--- src/rtl/mul_pipe_pkg.sv ---
// Shared constants and result record for the multiplier pipeline and its frame collector.
package mul_pipe_pkg;

    localparam int MUL_LAT   = 3;
    localparam int PROD_W    = 16;
    localparam int RES_ACC_W = 24;
    localparam int RES_CNT_W = 10;

    // One queued frame result; field widths track the collector's ACC_W/CNT_W defaults.
    typedef struct packed {
        logic [RES_ACC_W-1:0] data;
        logic [RES_CNT_W-1:0] count;
        logic                 sat;
    } res_t;

endpackage

--- src/rtl/result_fifo2.sv ---
// Two-entry register FIFO, first-word-fall-through from slot0.
// A push with the FIFO full and no pop is dropped and reported on drop_o.
module result_fifo2 #(
    parameter int W = 35
) (
    input  logic         mod_clk,
    input  logic         rst_n,
    input  logic         push_i,
    input  logic [W-1:0] push_data_i,
    input  logic         pop_i,
    output logic [W-1:0] head_o,
    output logic         full_o,
    output logic         empty_o,
    output logic         drop_o
);

    logic [W-1:0] slot0_q, slot0_d;
    logic [W-1:0] slot1_q, slot1_d;
    logic [1:0]   cnt_q, cnt_d;
    logic         pop_ok;
    logic         push_ok;
    logic         drop;

    always_comb begin
        slot0_d = slot0_q;
        slot1_d = slot1_q;
        cnt_d   = cnt_q;
        pop_ok  = pop_i && (cnt_q != 2'd0);
        drop    = push_i && (cnt_q == 2'd2) && !pop_ok;
        push_ok = push_i && !drop;
        case ({push_ok, pop_ok})
            2'b01: begin
                slot0_d = slot1_q;
                cnt_d   = cnt_q - 2'd1;
            end
            2'b10: begin
                if (cnt_q == 2'd0) slot0_d = push_data_i;
                else               slot1_d = push_data_i;
                cnt_d = cnt_q + 2'd1;
            end
            2'b11: begin
                // Count unchanged; with one entry the new item becomes the head.
                if (cnt_q == 2'd1) begin
                    slot0_d = push_data_i;
                end else begin
                    slot0_d = slot1_q;
                    slot1_d = push_data_i;
                end
            end
            default: ;
        endcase
    end

    always_ff @(posedge mod_clk or negedge rst_n) begin
        if (!rst_n) begin
            slot0_q <= '0;
            slot1_q <= '0;
            cnt_q   <= 2'd0;
        end else begin
            slot0_q <= slot0_d;
            slot1_q <= slot1_d;
            cnt_q   <= cnt_d;
        end
    end

    assign head_o  = slot0_q;
    assign full_o  = (cnt_q == 2'd2);
    assign empty_o = (cnt_q == 2'd0);
    assign drop_o  = drop;

endmodule

--- src/rtl/mul_acc_frame_collector.sv ---
// Re-aligns operand flags to the non-stallable multiplier's product stream, accumulates
// each frame into a dot product and queues frame results on a valid/ready output.
module mul_acc_frame_collector #(
    parameter int MUL_LAT = mul_pipe_pkg::MUL_LAT,
    parameter int ACC_W   = mul_pipe_pkg::RES_ACC_W,
    parameter int CNT_W   = mul_pipe_pkg::RES_CNT_W
) (
    input  logic             mod_clk,
    input  logic             rst_n,
    input  logic             op_valid_i,
    input  logic             op_last_i,
    input  logic [15:0]      prod_i,
    output logic [ACC_W-1:0] res_data_o,
    output logic [CNT_W-1:0] res_count_o,
    output logic             res_sat_o,
    output logic             res_valid_o,
    input  logic             res_ready_i,
    output logic             ovf_err_o,
    input  logic             clr_err_i
);

    import mul_pipe_pkg::*;

    logic [MUL_LAT-1:0] pv_q;
    logic [MUL_LAT-1:0] pl_q;
    logic               pv;
    logic               pl;

    logic [ACC_W-1:0]   acc_q, acc_d;
    logic [CNT_W-1:0]   cnt_q, cnt_d;
    logic               sat_q, sat_d;
    logic               frame_start_q, frame_start_d;
    logic               ovf_q, ovf_d;

    logic [ACC_W-1:0]   acc_base;
    logic [CNT_W-1:0]   cnt_base;
    logic [ACC_W:0]     sum_wide;
    logic [ACC_W-1:0]   acc_sum;
    logic [CNT_W-1:0]   cnt_sum;
    logic               sat_sum;

    res_t               push_rec;
    res_t               head_rec;
    logic               fifo_empty;
    logic               fifo_full;
    logic               fifo_drop;

    // op_last is only meaningful alongside op_valid, so it is qualified before delaying.
    always_ff @(posedge mod_clk or negedge rst_n) begin
        if (!rst_n) begin
            pv_q <= '0;
            pl_q <= '0;
        end else begin
            pv_q[0] <= op_valid_i;
            pl_q[0] <= op_valid_i && op_last_i;
            for (int i = 1; i < MUL_LAT; i++) begin
                pv_q[i] <= pv_q[i-1];
                pl_q[i] <= pl_q[i-1];
            end
        end
    end

    assign pv = pv_q[MUL_LAT-1];
    assign pl = pl_q[MUL_LAT-1];

    always_comb begin
        acc_base = frame_start_q ? '0 : acc_q;
        cnt_base = frame_start_q ? '0 : cnt_q;
        sum_wide = {1'b0, acc_base} + {{(ACC_W+1-PROD_W){1'b0}}, prod_i};
        acc_sum  = sum_wide[ACC_W] ? '1 : sum_wide[ACC_W-1:0];
        sat_sum  = sum_wide[ACC_W] || (!frame_start_q && sat_q);
        cnt_sum  = (&cnt_base) ? cnt_base : cnt_base + 1'b1;

        acc_d         = acc_q;
        cnt_d         = cnt_q;
        sat_d         = sat_q;
        frame_start_d = frame_start_q;
        if (pv) begin
            acc_d         = acc_sum;
            cnt_d         = cnt_sum;
            sat_d         = sat_sum;
            frame_start_d = pl;
        end

        // A drop in the same cycle as a clear leaves the error set.
        ovf_d = ovf_q;
        if (fifo_drop)      ovf_d = 1'b1;
        else if (clr_err_i) ovf_d = 1'b0;
    end

    always_ff @(posedge mod_clk or negedge rst_n) begin
        if (!rst_n) begin
            acc_q         <= '0;
            cnt_q         <= '0;
            sat_q         <= 1'b0;
            frame_start_q <= 1'b1;
            ovf_q         <= 1'b0;
        end else begin
            acc_q         <= acc_d;
            cnt_q         <= cnt_d;
            sat_q         <= sat_d;
            frame_start_q <= frame_start_d;
            ovf_q         <= ovf_d;
        end
    end

    always_comb begin
        push_rec.data  = acc_sum;
        push_rec.count = cnt_sum;
        push_rec.sat   = sat_sum;
    end

    result_fifo2 #(
        .W ($bits(res_t))
    ) u_fifo (
        .mod_clk     (mod_clk),
        .rst_n       (rst_n),
        .push_i      (pv && pl),
        .push_data_i (push_rec),
        .pop_i       (res_ready_i),
        .head_o      (head_rec),
        .full_o      (fifo_full),
        .empty_o     (fifo_empty),
        .drop_o      (fifo_drop)
    );

    assign res_data_o  = head_rec.data;
    assign res_count_o = head_rec.count;
    assign res_sat_o   = head_rec.sat;
    assign res_valid_o = !fifo_empty;
    assign ovf_err_o   = ovf_q;

endmodule
--- config.mk ---
export PLATFORM = sky130hd
export DESIGN_NAME = mul_acc_frame_collector
export DESIGN_NICKNAME = d
export VERILOG_FILES = /design/src/rtl/mul_pipe_pkg.sv /design/src/rtl/result_fifo2.sv /design/src/rtl/mul_acc_frame_collector.sv
export SDC_FILE = /design/constraint.sdc
export NUM_CORES = 1
export LEC_CHECK = 0
export BUFFER_PORTS_ARGS = -buffer_cell sky130_fd_sc_hd__buf_4
export CELL_PAD_IN_SITES_DETAIL_PLACEMENT = 0
export CELL_PAD_IN_SITES_GLOBAL_PLACEMENT = 2
export CORE_UTILIZATION = 40
export CTS_CLUSTER_SIZE = 8
export DETAILED_ROUTE_END_ITERATION = 10
export PLACE_DENSITY = 0.82
export SLEW_MARGIN = 20
export SYNTH_ARGS = -nofsm -noshare
export SYNTH_HDL_FRONTEND = slang
export SYNTH_SLANG_ARGS = --single-unit
--- constraint.sdc ---
create_clock -name mod_clk -period 5.7 [get_ports mod_clk]
set_clock_uncertainty 0.1 [all_clocks]
set_input_delay 0.285 -clock mod_clk [delete_from_list [all_inputs] [get_ports mod_clk]]
set_output_delay 0.285 -clock mod_clk [all_outputs]
set_load 0.02 [all_outputs]
Word level (Yosys, flattened, before mapping)
Cells that the tools add are included.
- output and inout bits: 37
- flip-flop bits (word level): 115
- word-level logic and storage cells: 56
- reduce and logical (&&, ||, !) cells: 21
- mux-type cells: 13
- add/subtract/negate cells: 4
- equal/unequal tests: 8
- operator list (cell ; count):
    $mux W35 ; 4
    $pmux W35 S3 ; 1
    $pmux W35 S2 ; 1
    $mux W24 ; 2
    $add A24 B16 Y25 ; 1
    $mux W10 ; 2
    $add A10 B1 Y10 const B ; 1
    $reduce_and A10 Y1 ; 1
    $reduce_bool A2 Y1 ; 4
    $logic_and A1 B1 Y1 ; 7
    $eq A2 B2 Y1 const B ; 3
    $ne A2 B2 Y1 const B ; 3
    $eq A2 B1 Y1 const B ; 2
    $logic_not A1 Y1 ; 4
    $pmux W2 S2 ; 1
    $reduce_and A3 Y1 ; 1
    $reduce_bool A3 Y1 ; 1
    $add A2 B1 Y2 const B ; 1
    $logic_not A2 Y1 ; 1
    $mux W1 ; 2
    $reduce_and A2 Y1 ; 1
    $sub A2 B1 Y2 const B ; 1
    $logic_or A1 B1 Y1 ; 1

Logic depth before layout (Yosys ltp)
- depth in word-level cells: 9
- mapped depth: 13

Modules after synthesis
A second synthesis with hierarchy kept.
- cells, all modules: 689
- area, all modules: 6630.1 µm²
- by module, submodules not included (module ; instances ; cells an instance ; area each (µm²) ; seq. area each (µm²)):
    mul_acc_frame_collector ; 1 ; 400 ; 3347.0 ; 1077.3
    result_fifo2 ; 1 ; 289 ; 3283.1 ; 1801.7

Worst setup path after synthesis
Ideal clock, no wire load.
- kind: flip-flop to flip-flop
- start: register frame_start_q
- end: register u_fifo.slot0_q[33], in the netlist u_fifo.head_o[33]
- arrival: 2948 ps
- slack: 2533 ps
- required time: 5481 ps
- setup time: 119 ps
- cell stages (with the launch flop): 13
- cells stage by stage: dfstp_2 > buf_2 > buf_1 > nor2b_1 > ha_1 > fa_1 > a211oi_2 > o211ai_2 > a21oi_4 > nand2_2 > nor3b_2 > a211o_1 > o21a_1
- word-level cells in the longest chain between the ends: 5
- elaborated cells between the ends (all ways): 6
- RTL lines (item ; line ; RTL):
    start, declared ; mul_acc_frame_collector.sv:32 ; logic frame_start_q, frame_start_d;
    start signal, assigned ; mul_acc_frame_collector.sv:102 ; frame_start_q <= frame_start_d;
    $mux W24 * ; mul_acc_frame_collector.sv:67 ; acc_base = frame_start_q ? '0 : acc_q;
    $add A24 B16 Y25 * ; mul_acc_frame_collector.sv:69 ; sum_wide = {1'b0, acc_base} + {{(ACC_W+1-PROD_W){1'b0}}, prod_i};
    $mux W24 * ; mul_acc_frame_collector.sv:70 ; acc_sum = sum_wide[ACC_W] ? '1 : sum_wide[ACC_W-1:0];
    $mux W35 (on tied branches) ; result_fifo2.sv:43, result_fifo2.sv:37 ;
    $pmux W35 S3 * ; result_fifo2.sv:31 ; case ({push_ok, pop_ok})
    end signal, assigned ; result_fifo2.sv:60 ; slot0_q <= slot0_d;
    end, declared ; result_fifo2.sv:17 ; logic [W-1:0] slot0_q, slot0_d;
Mark *: on every way between the ends. The rest lies on a longest branch, timed or not. The select of a mux whose other input is x is not followed.
A chain may end at the register's enable or synchronous reset.

Worst setup path after layout
- start: register frame_start_q
- end: register acc_q[7]
- word-level cells in the longest chain between the ends: 3
- RTL lines (item ; line ; RTL):
    $mux W24 ; mul_acc_frame_collector.sv:67 ;
    $add A24 B16 Y25 ; mul_acc_frame_collector.sv:69 ;
    $mux W24 ; mul_acc_frame_collector.sv:70 ;
    end signal, assigned ; mul_acc_frame_collector.sv:93 ; acc_q <= '0;
    end signal, assigned ; mul_acc_frame_collector.sv:99 ; acc_q <= acc_d;
    end, declared ; mul_acc_frame_collector.sv:29 ; logic [ACC_W-1:0] acc_q, acc_d;
Every way passes these cells.

==> flow_summary.toml <==
[outcome]
status = "complete, no violations"

[timing]
max_freq_mhz = 279
slew-limit-headroom = 0.377
tightest_slew_ps = 934
finalSetupViolCount = 0
drv_slew = 0
finalCriticalPeriod_ps = 3580
hold_viol = 0
rsz0062_at_grt = "no"
whs_ps = 203
finalSetupTns_ps = 0
fin_crit_sh = 0.628

[route]
antenna_left = 0
highest_layer = "met4"
drc = 0
first_iter_violations = 349
via_count = 5061
wl_um = 15900
viasPerCell = 5.47
route.met2.wl_um = 7290
wire_per_inst_um = 17.2
drtPass1Iterations = 5
met3_length_um = 743
wl_met1_um = 7680

[worst_setup_path]
crit_type = "flop to flop"
r2r_end = "acc_q[7]"
cp_slowest_cell = "dfstp_2"
cp.arrival_ps = 3730
timing.rr.start = "frame_start_q"
worstPathMaxFanout = 32
slowest_delay_ps = 950
required_ps = 5850
endpoint_kind = "flop"
critical_path.startpoint_type = "flop"
path_cells = "nor2b_1 -> ha_1 -> fa_1 -> a211oi_2 -> o211ai_2 -> a21oi_4 -> nand2_2 -> and4bb_1 -> nor2_2 -> a21oi_1"
ff2ff_path_depth = 10
critPathTopFamily = "flip-flops"
rrSetupSlack_ps = 2120
critPathBufInv = 0

[synth]
synth_fp_nets = 712
synth_ff_type = "dfrtp_1"
syn_area_per_cell_um2 = 9.32
yosysUniqueCellTypes = 65
synth.top_cell.area_share = 0.458
synth_seq_cells = 115
syn_inst = 668
synth_seq_area_share = 0.463
ys_warn_count = 0
netlist_area_mm2 = 0.00622
yosys-top-cells-area = "dfrtp_1 (46%), a21oi_1 (7.9%), nor2_1 (6.0%)"
async_flop_share = 1.00
synth_top_area_cell = "dfrtp_1"
synth_edf_count = 0

[clocking]
post_cts_resized = 0
tritoncts = "done"
htree_levels = 4
cts-root-buf = "clkbuf_16"
path_clk_slew_ps = 50
cts_buffer_depth = 2
clk_latency_ps = 420
cts_made_buffers = 17
clock_sinks = 115

[layout]
n_fill_cell = 1443
drive_above_1_share = 0.189
post-route-util = 0.495
fin_area_mm2 = 0.00752
finalNetCount = 769
antenna-diode-count = 0
area.growth.synth_to_final_pct = 20.9

[global_routing]
grt_pass1_wl_um = 26300
grt_start_max_net_pins = 76
grtUsageTotal = 0.211
grt_pass1_vias = 5008
grt_overflow = 0
antenna_found_initial = 0

[die]
rows = 45
fp.dieH_um = 127
chipWidth_um = 127
core-area_mm2 = 0.0152
io-pin-count = 59
initial_core_util = 0.409
die_area_mm2 = 0.0161

[placed_design]
placed_area_mm2 = 0.00684
dp_hpwl_um = 10300
numPortBuffers = 58
place_congestion = 0.852

[worst_hold_path]
hold_class = "input pin to async pin"

[power_and_ir_drop]
vdd_drop_max_uv = 237
power_leakage_uw = 0.00328
power.density_mw_per_mm2 = 571

[job]
cap_viol_max_count = 0
logic make-up (layout without fill, tap and decap cells):
family / after synthesis / count (layout) / synth area share
compound gates: 213 / 213 / 0.216
fa+ha+maj: 22 / 22 / 0.0454
mux: 21 / 21 / 0.0368
simple gates: 229 / 229 / 0.174
flops: 115 / 115 / 0.463
xor+xnor: 24 / 24 / 0.0362
buf+inv: 44 / 113 / 0.0289
sequential cells by signal, indices dropped and copies added, names as in the netlist:
| name | flops |
|---|---|
| u_fifo.slot1_q | 35 |
| u_fifo.head_o | 35 |
| acc_q | 24 |
| u_fifo.cnt_q | 2 |
| sat_q | 1 |
| ovf_err_o | 1 |
| cnt_q | 10 |
| frame_start_q | 1 |
| pl_q | 3 |
| pv_q | 3 |
cell type report:
cell class / count / area, um^2 / area share
Multi-Input combinational cell: 509 / 3190 / 0.425
Sequential cell: 115 / 2880 / 0.383
Timing Repair Buffer: 69 / 548 / 0.0728
Clock buffer: 21 / 460 / 0.0612
Tap cell: 188 / 235 / 0.0313
Clock inverter: 10 / 158 / 0.0210
Inverter: 13 / 48.8 / 0.00648
routing by layer:
| metal | vias to the layer above | GRT usage |
|---|---|---|
| met5 | - | 0 |
| met4 | 0 | 0.0609 |
| met3 | 14 | 0.0502 |
| met2 | 105 | 0.330 |
| met1 | 2472 | 0.293 |
| li1 | 2470 | - |
cells in the final DEF (no fill, tap or decap), types with 14 or more instances in the layout:
cell	Yosys	final
a21oi_1	98	98
nand2_1	49	49
dfrtp_1	114	113
nor2_1	100	99
ha_1	21	21
clkbuf_16	0	17
o21a_1	14	14
o21ai_1	17	17
nor2b_1	22	22
o21ai_0	23	23
buf_4	0	64
nand3_1	15	15
mux2_2	15	15
how the worst max path moves through the flow:
stage	from	to	slack (ps)	depth (start not counted)
detailed placement	frame_start_q	acc_q[11]	2110	10
global route	frame_start_q	u_fifo.slot1_q[24]	1910	10
CTS	frame_start_q	acc_q[7]	2090	10
global placement	frame_start_q	acc_q[15]	2170	10
finish	frame_start_q	acc_q[7]	2120	10
floorplan	frame_start_q	u_fifo.head_o[33]	2530	12
metrics by stage:
stage / setup slack (ps) / total power [uW] / cells
after floorplan: 2530 / 2620 / 668
after global placement: 2170 / 3150 / 889
after detailed placement: 2110 / 3190 / 889
after CTS: 2090 / 4340 / 924
after global routing: 1910 / 4620 / 925
final: 2120 / 4300 / 925
synthesized netlist by cell type (11+ instances only):
cell type    n
dfrtp_1    114
nor2_1     100
a21oi_1     98
nand2_1     49
clkbuf_1    23
o21ai_0     23
nor2b_1     22
ha_1        21
o21ai_1     17
mux2_2      15
nand3_1     15
o21a_1      14
inv_1       13
a31oi_1     11
xnor2_1     11
xor2_1      11
power breakdown:
group | internal, uW | total, uW | switching (uW)
combinational | 742 | 1810 | 1070
sequential | 1150 | 1370 | 211
clock | 749 | 1120 | 372
total | 2650 | 4300 | 1650
repair_timing:
item	CTS	global route
hold endpoints to repair	77	0
hold buffers	4	0
setup buffers	0	0
Power figures use the tool's default switching activity.
